## src/rtl/ubcse_seq_accumulator.sv

```systemverilog
// Packet accumulator behind the 10-bit carry-select adder core.
// Pair sums are accumulated per in_last-delimited packet; the result is held until downstream takes it.
module ubcse_seq_accumulator #(
  parameter int unsigned ACC_W = 16,
  parameter int unsigned CNT_W = 8
) (
  input  logic             clk,
  input  logic             rst_n,
  input  logic             in_valid,
  output logic             in_ready,
  input  logic [9:0]       in_x,
  input  logic [9:0]       in_y,
  input  logic             in_last,
  output logic             out_valid,
  input  logic             out_ready,
  output logic [ACC_W-1:0] out_sum,
  output logic [CNT_W-1:0] out_count,
  output logic             out_ovf,
  output logic             busy
);

  localparam int unsigned OP_W   = 10;
  localparam int unsigned LO_W   = 5;
  localparam int unsigned HI_W   = OP_W - LO_W;
  localparam int unsigned SUM_W  = OP_W + 1;
  localparam int unsigned ACC_XW = ACC_W + 1;
  localparam logic [CNT_W-1:0] CNT_MAX = '1;

  typedef enum logic [1:0] {
    S_IDLE  = 2'd0,
    S_ACCUM = 2'd1,
    S_DRAIN = 2'd2,
    S_HOLD  = 2'd3
  } state_e;

  state_e            state_q, state_d;
  logic [OP_W-1:0]   x_q, x_d;
  logic [OP_W-1:0]   y_q, y_d;
  logic              s1_valid_q, s1_valid_d;
  logic [ACC_W-1:0]  acc_q, acc_d;
  logic [CNT_W-1:0]  cnt_q, cnt_d;
  logic              ovf_q, ovf_d;
  logic              out_valid_q, out_valid_d;
  logic              in_ready_q, in_ready_d;
  logic              busy_q, busy_d;

  logic              in_fire_c;
  logic [LO_W:0]     lo_sum_c;
  logic [HI_W:0]     hi_sum0_c;
  logic [HI_W:0]     hi_sum1_c;
  logic [SUM_W-1:0]  pair_sum_c;
  logic [ACC_XW-1:0] acc_sum_c;

  // Carry-select core: low half ripples, high half precomputed for both carries.
  always_comb begin
    lo_sum_c   = {1'b0, x_q[LO_W-1:0]} + {1'b0, y_q[LO_W-1:0]};
    hi_sum0_c  = {1'b0, x_q[OP_W-1:LO_W]} + {1'b0, y_q[OP_W-1:LO_W]};
    hi_sum1_c  = hi_sum0_c + (HI_W+1)'(1);
    pair_sum_c = lo_sum_c[LO_W] ? {hi_sum1_c, lo_sum_c[LO_W-1:0]}
                                : {hi_sum0_c, lo_sum_c[LO_W-1:0]};
    acc_sum_c  = {1'b0, acc_q} + ACC_XW'(pair_sum_c);
  end

  assign in_fire_c = in_valid && in_ready_q;

  // Next-state, datapath and registered-output logic.
  always_comb begin
    state_d     = state_q;
    x_d         = x_q;
    y_d         = y_q;
    s1_valid_d  = 1'b0;
    acc_d       = acc_q;
    cnt_d       = cnt_q;
    ovf_d       = ovf_q;
    out_valid_d = out_valid_q;

    if (in_fire_c) begin
      x_d        = in_x;
      y_d        = in_y;
      s1_valid_d = 1'b1;
    end

    if (s1_valid_q) begin
      acc_d = acc_sum_c[ACC_W-1:0];
      ovf_d = ovf_q | acc_sum_c[ACC_W];
      if (cnt_q != CNT_MAX) cnt_d = cnt_q + CNT_W'(1);
    end

    unique case (state_q)
      S_IDLE, S_ACCUM: begin
        if (in_fire_c) state_d = in_last ? S_DRAIN : S_ACCUM;
      end
      S_DRAIN: begin
        state_d     = S_HOLD;
        out_valid_d = 1'b1;
      end
      S_HOLD: begin
        if (out_ready) begin
          acc_d       = '0;
          cnt_d       = '0;
          ovf_d       = 1'b0;
          out_valid_d = 1'b0;
          state_d     = S_IDLE;
        end
      end
      default: state_d = S_IDLE;
    endcase

    in_ready_d = (state_d == S_IDLE) || (state_d == S_ACCUM);
    busy_d     = (state_d != S_IDLE);
  end

  always_ff @(posedge clk or negedge rst_n) begin
    if (!rst_n) begin
      state_q     <= S_IDLE;
      x_q         <= '0;
      y_q         <= '0;
      s1_valid_q  <= 1'b0;
      acc_q       <= '0;
      cnt_q       <= '0;
      ovf_q       <= 1'b0;
      out_valid_q <= 1'b0;
      in_ready_q  <= 1'b1;
      busy_q      <= 1'b0;
    end else begin
      state_q     <= state_d;
      x_q         <= x_d;
      y_q         <= y_d;
      s1_valid_q  <= s1_valid_d;
      acc_q       <= acc_d;
      cnt_q       <= cnt_d;
      ovf_q       <= ovf_d;
      out_valid_q <= out_valid_d;
      in_ready_q  <= in_ready_d;
      busy_q      <= busy_d;
    end
  end

  assign in_ready  = in_ready_q;
  assign out_valid = out_valid_q;
  assign out_sum   = acc_q;
  assign out_count = cnt_q;
  assign out_ovf   = ovf_q;
  assign busy      = busy_q;

endmodule

```

## config.mk

```make
export PLATFORM = sky130hd
export DESIGN_NAME = ubcse_seq_accumulator
export DESIGN_NICKNAME = d
export VERILOG_FILES = /design/src/rtl/ubcse_seq_accumulator.sv
export SDC_FILE = /design/constraint.sdc
export NUM_CORES = 1
export LEC_CHECK = 0
export CAP_MARGIN = 20
export CORE_ASPECT_RATIO = 0.7
export CORE_MARGIN = 10
export CORE_UTILIZATION = 57
export CTS_CLUSTER_SIZE = 30
export DETAILED_ROUTE_END_ITERATION = 7
export PLACE_DENSITY = 0.85
export SYNTH_ARGS = -nofsm -noshare
export SYNTH_HDL_FRONTEND = slang
export SYNTH_SLANG_ARGS = --single-unit
```

## constraint.sdc

```tcl
create_clock -name clk -period 4.4 [get_ports clk]
set_input_delay 0.88 -clock clk [delete_from_list [all_inputs] [get_ports clk]]
set_output_delay 0.88 -clock clk [all_outputs]
set_load 0.01 [all_outputs]
```

[After elaboration in Yosys (flattened, before gate mapping)]
Cells that the tools add are included.
Operators by class
  bitwise gates (word level): 1
  reduce and logical (&&, ||, !) cells: 8
  eq/ne operators: 6
  muxes and demuxes: 18
  add/subtract/negate cells: 5
Operator list (number)
  $mux W16: 3
  $mux W8: 4
  $add A16 B11 Y17: 1
  $add A5 B5 Y6: 2
  $mux W11: 1
  $add A8 B1 Y8 const B: 1
  $ne A8 B8 Y1 const B: 1
  $add A6 B1 Y6 const B: 1
  $mux W2: 3
  $pmux W2 S3: 1
  $mux W1: 5
  $eq A2 B1 Y1 const B: 2
  $eq A2 B2 Y1 const B: 2
  $logic_not A2 Y1: 2
  $reduce_bool A2 Y1: 2
  $ne A2 B2 Y1 const B: 1
  $pmux W1 S2: 1
  $reduce_and A2 Y1: 1
  $reduce_or A2 Y1: 1
  $logic_and A1 B1 Y1: 1
  $logic_or A1 B1 Y1: 1
  $or A1 B1 Y1: 1
Storage, ports and cells
  word-level logic and storage cells: 48
  input bits: 25
  output and inout bits: 28
  bits in registers: 51

[Logic depth before layout (Yosys ltp)]
  depth after elaboration: 8
  gate-level depth with buffers: 15
  mapped depth without buffers: 15

[Worst setup path after synthesis]
Ideal clock, no wire load.
  path kind: register -> register
  from: register x_q[1]
  to: register ovf_q, in the netlist out_ovf
  setup time: 0.132 ns
  data arrival time: 2.852 ns
  buffers on the path: 0
  data required time: 4.268 ns
  stages on the path, launching flop included: 15
  path slack: 1.416 ns
  path through: dfrtp_1 > ha_1 > a21o_1 > a21oi_1 > o21bai_1 > a21oi_2 > nand2b_1 > xnor2_1 > ha_1 > a21o_2 > nor3_1 > a21oi_2 > a41o_1 > a31oi_1 > nor2_1
Between the ends
  longest elaborated chain between the ends: 7
Ends and longest elaborated chain
  from (decl): RTL line 37  | logic [OP_W-1:0] x_q, x_d;
  from (signal assigned): RTL line 116  | x_q <= '0;
  from (signal assigned): RTL line 127  | x_q <= x_d;
  $add A5 B5 Y6 (*): RTL line 56  | lo_sum_c = {1'b0, x_q[LO_W-1:0]} + {1'b0, y_q[LO_W-1:0]};
  $mux W11 (*): RTL line 59  | pair_sum_c = lo_sum_c[LO_W] ? {hi_sum1_c, lo_sum_c[LO_W-1:0]}
  $add A16 B11 Y17 (*): RTL line 61  | acc_sum_c = {1'b0, acc_q} + ACC_XW'(pair_sum_c);
  $or A1 B1 Y1 (*): RTL line 85  | ovf_d = ovf_q | acc_sum_c[ACC_W];
  $mux W1 (*): RTL line 83  | if (s1_valid_q) begin
  $mux W1: RTL line 98  | if (out_ready) begin
  $mux W1 (*): RTL line 89  | unique case (state_q)
  named net ovf_d: RTL line 42  | logic ovf_q, ovf_d;
  to (signal assigned): RTL line 132  | ovf_q <= ovf_d;
  to (decl): RTL line 42
Mark *: on every way through the listed nets, which the timed path passes. The rest lies on a longest branch.
A chain may end at the register's enable or synchronous reset.

[Worst setup path in the final report]
Ends and elaborated chain as after synthesis.

==> results.yml <==
die:
  core_area_sq_mm: 0.00523
  dieArea_sq_mm: 0.00881
  rows: 22
  die_h_microns: 81.6
  start_util_pct: 59.0
  io_pins: 53
  die_w_microns: 108
placed_design:
  io_buffers: 52
  dp_slack_ns: 1.10
  gp_congestion: 0.801
  placed_cell_area_sq_mm: 0.00366
  placed_cells: 423
  hpwl_microns: 4930
layout:
  finalInstanceArea_sq_mm: 0.00377
  layout-drive-gt1-share_pct: 10.0
  area_growth_pct: 22.3
  layout_commonest_cell: "clkdlybuf4s50_1"
  antennaDiodeCount: 0
  final_cell_mix: "clkdlybuf4s50_1, dfrtp_1, nor2_1"
  stdcell_count: 431
  fin_nets: 409
global_routing:
  grt.busiest_layer: "met2"
  grt-ovfl-total: 0
  grt_util_all_layers_pct: 15.4
  met2_usage_pct: 25.2
  grt_pass1_wl_microns: 11000
  grtUsageMet1_pct: 19.4
  grt_max_degree: 36
  antenna_found_initial: 0
  grt_pass1_vias: 2323
  met3_usage_pct: 4.07
yosys:
  syn-cell-area_sq_mm: 0.00309
  yosysSeqAreaShare_pct: 41.4
  synth_xor_area_share_pct: 6.24
  syn_nets: 358
  syn_inst: 307
  synth_edf_count: 0
  synth_flop_cell: "dfrtp_1"
  synth_cell_types: 51
  avgSynthCellArea_sq_um: 10.1
  yosys.area_share.simple_pct: 14.2
  yosysWarnings: 0
  synth_top_family_by_area: "compound AO/OA/AOI/OAI gates"
  yosys-mux-area-fraction_pct: 8.80
  async_reset_ff_share_pct: 100
  synth_fa_ha_area_share_pct: 11.3
  synth.ff_latch_count: 51
  synth_compound_area_share_pct: 14.2
critical_path:
  critPathRequiredTime_ns: 4.56
  r2r_start: "x_q[1]"
  cp-end-kind: "flop"
  cp-startpoint: "x_q[1]"
  path_max_fanout: 7
  crit_path_max_incr_delay_ns: 0.40
  cp.arrival_ns: 3.61
  slowest_stage: "dfrtp_1"
  cp_cell_sequence: "ha_1, a21o_1, a21oi_1, o21bai_1, a21oi_2, nand2b_1, xnor2_1, ha_1, a21o_2, nor3_1, a21oi_2, a41o_1, a31oi_1, nor2_1"
  start_kind: "flop"
  crit_type: "flop to flop"
sta:
  final_max_slew_viol_count: 0
  finalSetupViolCount: 0
  period_minus_slack_ns: 3.45
  skew_ns: 0.00553
  finalHoldViolCount: 0
  setup_slack_ns: 0.953
  worst_pin_slew_ns: 1.00
  fin_crit_sh_pct: 78.3
  rsz0062_at_grt: "false"
  totalNegativeSetupSlack_ns: 0
  slew_headroom_pct: 33.3
  fmax_mhz: 290
clocking:
  cts_resized: 0
  cts-buffers-inserted: 5
  cts.sink_count: 51
  clk_latency_ns: 0.31
  cts_setup_buffers: 0
  cts_buffer_depth: 2
  htreeDepth: 2
  clk_pin_slew_worst_paths_ns: 0.10
  cts_hold_buf: 0
  clockRootBuffer: "clkbuf_8"
  tritoncts: "done"
hold_path:
  hold_class: "input pin to asynchronous set/reset pin"
drt:
  drtIter0Drc: 88
  vias: 2392
  wl_microns: 6610
  drcViolationCount: 0
  wl_per_cell_microns: 15.3
  ant_nets: 0
  first_pass_iters: 4
  viasPerCell: 5.55
status:
  run_status: "finished clean"
flow_run:
  drv_cap: 0
==> worst max-delay path, delay by kind of cell, from the launching register on <==
family	cells	cell delay [ns]
DFF	1	0.40
adders and majority gates	2	0.63
xor gates and xnor gates	1	0.16
AOI/OAI and AO/OA	8	1.66
and+or+nand+nor	3	0.45
==> cell families (layout without fill, tap and decap cells) <==
family	after synthesis	after routing
AOI/OAI and AO/OA	65	65
DFF	51	51
buffers and inverters	30	82
muxes	25	25
and+or+nand+nor	88	88
xor gates and xnor gates	22	22
adders and majority gates	26	26
==> layer usage <==
layer  up-vias  wire length, microns
li1       1178                     -
met2        61                  3240
met3        11                   392
met5         -                     0
met4         0                   103
met1      1142                  2870
==> state kept, by name (all words and copies together) (netlist names) <==
signal / count
x_q: 10
out_sum: 16
in_ready: 1
busy: 1
out_count: 8
s1_valid_q: 1
out_ovf: 1
state_q: 2
out_valid: 1
y_q: 10
==> cell type report <==
cell class                      instances  area [sq um]
Multi-Input combinational cell        226          1690
Fill cell                             379          1460
Sequential cell                        51          1280
Timing Repair Buffer                   53           523
Tap cell                               72          90.1
Inverter                               21          78.8
Clock buffer                            5          68.8
Clock inverter                          3          46.3
==> final timing paths <==
path                             endpoint  slack, ns  depth (start not counted)
worst max-delay path              out_ovf       0.95                         14
worst min-delay path               x_q[7]       0.47                          1
worst max register to register    out_ovf       0.95                         14
worst min register to register  out_valid       0.49                          2
max in group asynchronous        in_ready       3.13                          2
min in group clk                out_valid       0.49                          2
==> per-stage QoR <==
step,utilization (%),hold WS (ns)
2_1_floorplan,-,0.463
3_3_place_gp,70.0,0.470
3_5_place_dp,70.0,0.472
6_report,72.2,0.473
4_1_cts,72.2,0.488
5_1_grt,72.2,0.504
==> synth_stat cells, types with 6 or more instances <==
library cell | number | share of area, %
dfrtp_1 | 50 | 41
nor2_1 | 29 | 3.5
ha_1 | 23 | 9.3
inv_1 | 21 | 2.6
a21oi_1 | 19 | 3.1
nand2_1 | 18 | 2.2
mux2_2 | 16 | 5.8
o21ai_0 | 14 | 2.3
xnor2_1 | 14 | 4.0
nand3_1 | 10 | 1.6
nand2b_1 | 9 | 1.8
mux2i_1 | 8 | 2.6
xor2_1 | 8 | 2.3
clkbuf_1 | 6 | 0.73
Power is left out: the tool's default activity adds up to more than one toggle a clock period on the data nets, which glitch-free logic cannot reach.
